File: config.mk
export PLATFORM = sky130hd
export DESIGN_NAME = nrs_est_reader
export DESIGN_NICKNAME = d
export VERILOG_FILES = /design/src/rtl/nrs_pkg.sv /design/src/rtl/nrs_qpsk_mapper.sv /design/src/rtl/nrs_est_reader.sv
export SDC_FILE = /design/constraint.sdc
export NUM_CORES = 1
export LEC_CHECK = 0
export BUFFER_PORTS_ARGS = -buffer_cell sky130_fd_sc_hd__buf_2
export CAP_MARGIN = 20
export CORE_ASPECT_RATIO = 0.9
export CORE_MARGIN = 2
export CORE_UTILIZATION = 50
export DETAILED_ROUTE_END_ITERATION = 8
export GPL_TIMING_DRIVEN = 0
export PLACE_DENSITY_LB_ADDON = 0.08
export SLEW_MARGIN = 20
export SYNTH_ARGS = -nofsm -noshare
export SYNTH_HDL_FRONTEND = slang
export SYNTH_HIERARCHICAL = 1
export SYNTH_SLANG_ARGS = --single-unit
File: constraint.sdc
create_clock -name clk -period 2.6 [get_ports clk]
set_input_delay 0.52 -clock clk [delete_from_list [all_inputs] [get_ports clk]]
set_output_delay 0.52 -clock clk [all_outputs]
set_load 0.02 [all_outputs]
File: src/rtl/nrs_pkg.sv
// Shared constants and FSM encoding for the NRS estimator reader.
package nrs_pkg;
  localparam int unsigned WIDTH_REG_DEF     = 16;
  localparam int unsigned NRS_WIDTH_R_I_DEF = 16;
  localparam int          NRS_AMP           = 23170;

  typedef enum logic [2:0] {
    IDLE,
    FETCH_E,
    FETCH_O,
    LOAD,
    EMIT,
    ACK,
    WAIT_LOW
  } state_t;
endpackage

File: src/rtl/nrs_qpsk_mapper.sv
// Combinational QPSK mapper: bit pair to signed re/im of magnitude AMP.
// Define NRS_CONJ_EN to emit the conjugate (imag part negated).
module nrs_qpsk_mapper #(
  parameter int unsigned W   = 16,
  parameter int          AMP = 23170
) (
  input  logic                c_even,
  input  logic                c_odd,
  output logic signed [W-1:0] re,
  output logic signed [W-1:0] im
);
  localparam logic signed [W-1:0] POS = W'(AMP);
  localparam logic signed [W-1:0] NEG = -POS;

  always_comb begin
    re = c_even ? NEG : POS;
`ifdef NRS_CONJ_EN
    im = c_odd ? POS : NEG;
`else
    im = c_odd ? NEG : POS;
`endif
  end
endmodule

File: src/rtl/nrs_est_reader.sv
// Reads the NRS bit register pairwise and streams QPSK reference symbols.
// Optional conjugate output via NRS_CONJ_EN (handled in nrs_qpsk_mapper).
module nrs_est_reader #(
  parameter int unsigned WIDTH_REG     = nrs_pkg::WIDTH_REG_DEF,
  parameter int unsigned LINES         = $clog2(WIDTH_REG),
  parameter int unsigned NRS_WIDTH_R_I = nrs_pkg::NRS_WIDTH_R_I_DEF,
  parameter int          NRS_AMP       = nrs_pkg::NRS_AMP
) (
  input  logic                            clk,
  input  logic                            rst,
  input  logic                            new_frame,
  input  logic                            NRS_gen_ready,
  input  logic                            nrs_bit,
  output logic [LINES-1:0]                rd_addr_est,
  output logic                            est_ack,
  output logic                            sym_valid,
  input  logic                            sym_ready,
  output logic signed [NRS_WIDTH_R_I-1:0] nrs_re,
  output logic signed [NRS_WIDTH_R_I-1:0] nrs_im,
  output logic [2:0]                      sym_idx,
  output logic                            sym_last,
  output logic                            busy
);
  import nrs_pkg::*;

  localparam int unsigned     MW     = LINES - 1;
  localparam logic [MW-1:0]   M_LAST = MW'(WIDTH_REG / 2 - 1);

  state_t                         state_q, state_d;
  logic [MW-1:0]                  m_q, m_d, m_inc;
  logic [LINES-1:0]               rd_addr_q, rd_addr_d;
  logic                           c_even_q, c_even_d;
  logic                           est_ack_q, est_ack_d;
  logic                           sym_valid_q, sym_valid_d;
  logic                           sym_last_q, sym_last_d;
  logic                           busy_q, busy_d;
  logic [2:0]                     sym_idx_q, sym_idx_d;
  logic signed [NRS_WIDTH_R_I-1:0] re_q, re_d, im_q, im_d;
  logic signed [NRS_WIDTH_R_I-1:0] map_re, map_im;

  nrs_qpsk_mapper #(
    .W   (NRS_WIDTH_R_I),
    .AMP (NRS_AMP)
  ) u_mapper (
    .c_even (c_even_q),
    .c_odd  (nrs_bit),
    .re     (map_re),
    .im     (map_im)
  );

  assign m_inc = m_q + 1'b1;

  // Address is set on entry to FETCH_E/FETCH_O so it is visible during those states.
  always_comb begin
    state_d     = state_q;
    m_d         = m_q;
    rd_addr_d   = rd_addr_q;
    c_even_d    = c_even_q;
    est_ack_d   = 1'b0;
    sym_valid_d = sym_valid_q;
    sym_last_d  = sym_last_q;
    sym_idx_d   = sym_idx_q;
    re_d        = re_q;
    im_d        = im_q;
    if (new_frame) begin
      state_d     = IDLE;
      m_d         = '0;
      sym_valid_d = 1'b0;
      sym_last_d  = 1'b0;
    end else begin
      case (state_q)
        IDLE: if (NRS_gen_ready) begin
          state_d   = FETCH_E;
          m_d       = '0;
          rd_addr_d = '0;
        end
        FETCH_E: begin
          rd_addr_d = {m_q, 1'b1};
          state_d   = FETCH_O;
        end
        FETCH_O: begin
          c_even_d = nrs_bit;
          state_d  = LOAD;
        end
        LOAD: begin
          re_d        = map_re;
          im_d        = map_im;
          sym_idx_d   = 3'(m_q);
          sym_last_d  = (m_q == M_LAST);
          sym_valid_d = 1'b1;
          state_d     = EMIT;
        end
        EMIT: if (sym_ready) begin
          sym_valid_d = 1'b0;
          sym_last_d  = 1'b0;
          if (m_q == M_LAST) begin
            est_ack_d = 1'b1;
            state_d   = ACK;
          end else begin
            m_d       = m_inc;
            rd_addr_d = {m_inc, 1'b0};
            state_d   = FETCH_E;
          end
        end
        ACK:      state_d = WAIT_LOW;
        WAIT_LOW: if (!NRS_gen_ready) state_d = IDLE;
        default:  state_d = IDLE;
      endcase
    end
    busy_d = (state_d != IDLE);
  end

  always_ff @(posedge clk) begin
    if (rst) begin
      state_q     <= IDLE;
      m_q         <= '0;
      rd_addr_q   <= '0;
      c_even_q    <= 1'b0;
      est_ack_q   <= 1'b0;
      sym_valid_q <= 1'b0;
      sym_last_q  <= 1'b0;
      sym_idx_q   <= '0;
      re_q        <= '0;
      im_q        <= '0;
      busy_q      <= 1'b0;
    end else begin
      state_q     <= state_d;
      m_q         <= m_d;
      rd_addr_q   <= rd_addr_d;
      c_even_q    <= c_even_d;
      est_ack_q   <= est_ack_d;
      sym_valid_q <= sym_valid_d;
      sym_last_q  <= sym_last_d;
      sym_idx_q   <= sym_idx_d;
      re_q        <= re_d;
      im_q        <= im_d;
      busy_q      <= busy_d;
    end
  end

  assign rd_addr_est = rd_addr_q;
  assign est_ack     = est_ack_q;
  assign sym_valid   = sym_valid_q;
  assign sym_last    = sym_last_q;
  assign sym_idx     = sym_idx_q;
  assign nrs_re      = re_q;
  assign nrs_im      = im_q;
  assign busy        = busy_q;
endmodule
==> impl_metrics.csv <==
group,metric,value,unit
power,finalPower,1.32,mW
worst_setup_path,crit_slowest_cell,"a2111oi_4",
clock_tree,clock-sinks,50,
sta,max_freq,0.463,GHz
place,port_buffers,47,
finish,regArea,0.00100,sq mm
worst_setup_path,r2r-start,"m_q[0]",
finish,syn2layout_area_growth,18.2,%
routing,drtAntennaViolNets,0,
floorplan,die-area,0.00488,sq mm
global_routing,grt_pass1_wl,6960,um
place,post-dp-hpwl,2920,um
power,ir_drop,0.000285,V
sta,relSlewSlack,62.8,%
worst_hold_path,min_path_type,"reg2reg",
sta,hold_violations,0,
clock_tree,hold_buffers,0,
global_routing,grt_pass1_vias,1530,
floorplan,die_w,73.4,um
flow_run,cap_violations,0,
finish,antennaDiodeCount,0,
global_routing,grt_max_degree,15,
synth,avgSynthCellArea,8.03,sq um
place,gp_congestion,0.843,
routing,via_count,1820,
routing,avgViaCountPerCell,4.85,
worst_setup_path,cp_data_arrival_time,2.37,ns
clock_tree,cts_buffer_depth,2,
floorplan,initial_utilization,52.5,%
sta,tightest_slew,0.552,ns
finish,stdcell_count,375,
finish,fillers,412,
worst_setup_path,cp_num_buf_inv,0,
floorplan,io_pins,49,
synth,syn-cell-area,0.00217,sq mm
worst_setup_path,critical_path.top_delay_family,"compound AO/OA/AOI/OAI gates",
synth,yosysWarnings,6,
place,dp_cells,367,
synth,synth_cell_types,32,
clock_tree,clock-root-buffer,"clkbuf_8",
sta,setup_viol,0,
finish,final_util,62.0,%
worst_setup_path,path_cells,"ha_1 -> ha_1 -> or3b_4 -> a2111oi_4 -> nor2_1 -> a211oi_1",
floorplan,rows,22,
floorplan,fp.dieH,66.5,um
worst_hold_path,hp-start,"nrs_re[14]",
finish,num-nets-final,334,
worst_setup_path,startpoint,"m_q[0]",
routing,wl_per_cell,11.2,um
worst_setup_path,path_common_cell,"ha_1",
floorplan,core-area,0.00413,sq mm
routing,firstDrtPassIters,4,
synth,synthCells,270,
synth,ys_seq_area_share,46.2,%
clock_tree,numCtsBuffers,5,
sta,drv_slew,0,
worst_setup_path,start_kind,"flop",
worst_setup_path,max_stage_delay,0.51,ns
sta,period_share,83.1,%
outcome,status,"finished clean",
routing,wl,4190,um
routing,drc_errors,0,
sta,final.min_clock_period,2.16,ns
routing,drtIter0Drc,78,
finish,multiInputGateArea,872,sq um
global_routing,grt_use_total,18.4,%
finish,drive_above_1_share,27.8,%
clock_tree,path_clk_slew,0.09,ns
clock_tree,ctsResizeCount,0,
clock_tree,htree_levels,2,
worst_setup_path,critPathMaxFanout,6,
power,p_leak,1.12,nW
sta,fin_setup_tns,0,ns
global_routing,antenna_found_initial,0,
synth,synth-seq-cells,50,
clock_tree,clock_latency,0.30,ns
sta,fin_skew,0.00637,ns
worst_setup_path,endpoint_kind,"flop",
global_routing,grt_overflow,0,
worst_setup_path,crit_required,2.81,ns
sta,holdWs,0.452,ns
clock_tree,cts_tree,"done",
power,cellPowerDensity,516,mW/mm^2
sta,rsz0062_at_grt,"no",
clock_tree,post-cts-setup-buffer-count,0,
worst_setup_path,worstSetupPathType,"reg2reg",
==> kinds of logic after synthesis <==
group	count (synthesis)	synth area share [%]
DFF	50	46.2
xor gates and xnor gates	1	0.404
muxes	2	0.924
buffers and inverters	49	13.9
adders and majority gates	2	1.15
and+or+nand+nor	109	22.1
other	2	0.347
AOI/OAI and AO/OA	55	15.0
==> final cells by class <==
type	instances	area share, %
inverter	3	0.440
clock inverter	1	0.195
sequential	50	39.1
buffer	46	11.3
clock buffer	7	3.37
timing repair buffer	47	9.18
multi-input combinational	173	34.0
tap	48	2.34
==> synth_stat cells, drive strengths merged <==
| cell type | count | area share (%) |
|---|---|---|
| or2 | 1 | 0.29 |
| nand3 | 4 | 0.92 |
| a2111oi | 2 | 1.7 |
| or2b | 1 | 0.35 |
| o2bb2ai | 1 | 0.40 |
| nor2 | 10 | 1.7 |
| clkbuf | 12 | 2.1 |
| nor4 | 1 | 0.29 |
| nand3b | 2 | 0.69 |
| nand4 | 1 | 0.29 |
| nor2b | 4 | 1.2 |
| buf | 34 | 11 |
| mux2i | 2 | 0.92 |
| ha | 2 | 1.2 |
| inv | 3 | 0.52 |
| o21ai | 6 | 1.4 |
| conb | 2 | 0.35 |
| nor3 | 2 | 0.46 |
| a21oi | 39 | 9.0 |
| dfxtp | 50 | 46 |
| xor2 | 1 | 0.40 |
| and3 | 3 | 0.87 |
| and3b | 2 | 0.81 |
| a311oi | 1 | 0.40 |
| nand2b | 2 | 0.58 |
| nand2 | 74 | 13 |
| a22oi | 3 | 1.0 |
| or3b | 1 | 0.52 |
| nor3b | 1 | 0.35 |
| a211oi | 3 | 1.0 |
==> metal layers <==
metal	global-route usage [%]	vias up	share of wire [%]
met5	0	-	0
met4	6.82	0	1.5
met3	4.99	8	5.8
met2	27.8	41	44
met1	25.0	805	49
li1	-	966	-
==> where the power goes <==
| group | internal, mW | total (mW) | leakage, nW | switching [mW] |
|---|---|---|---|---|
| Clock | 0.215 | 0.457 | 0.0482 | 0.242 |
| Sequential | 0.771 | 0.775 | 0.403 | 0.00379 |
| Combinational | 0.0390 | 0.0898 | 0.668 | 0.0508 |
| Total | 1.03 | 1.32 | 1.12 | 0.297 |
==> through the flow <==
stage	setup WS, ns	area, sq um
after floorplan	0.677	2170
after global placement	0.482	2470
after detailed placement	0.490	2470
after CTS	0.453	2560
after global routing	0.239	2560
final	0.440	2560
==> worst paths after layout <==
check                           slack (ns)  cells past startpoint        endpoint
worst max-delay path                  0.44                      6  rd_addr_est[2]
worst min-delay path                  0.45                      2      nrs_re[14]
worst max register to register        0.44                      6  rd_addr_est[2]
worst min register to register        0.45                      2      nrs_re[14]
==> worst register-to-register path: stages, from the launching register on <==
cell and delay, ns:
dfxtp_1 0.37, ha_1 0.22, ha_1 0.24, or3b_4 0.43, a2111oi_4 0.52, nor2_1 0.08, a211oi_1 0.22
==> registers in the layout, summed over array words and instances, names as in the netlist <==
name,flops
m_q,3
nrs_im,16
est_ack,1
state_q,3
busy,1
rd_addr_est,4
sym_valid,1
sym_last,1
sym_idx,3
c_even_q,1
nrs_re,16
==> cells in the final DEF (no fill, tap or decap), drive strengths merged, types with 4 or more instances in the layout <==
cell    instances
a21oi          39
buf            81
clkbuf         19
conb            4
dfxtp          50
nand2          74
nand3           4
nor2           10
nor2b           4
o21ai           6
(Power assumes the default switching activity.)
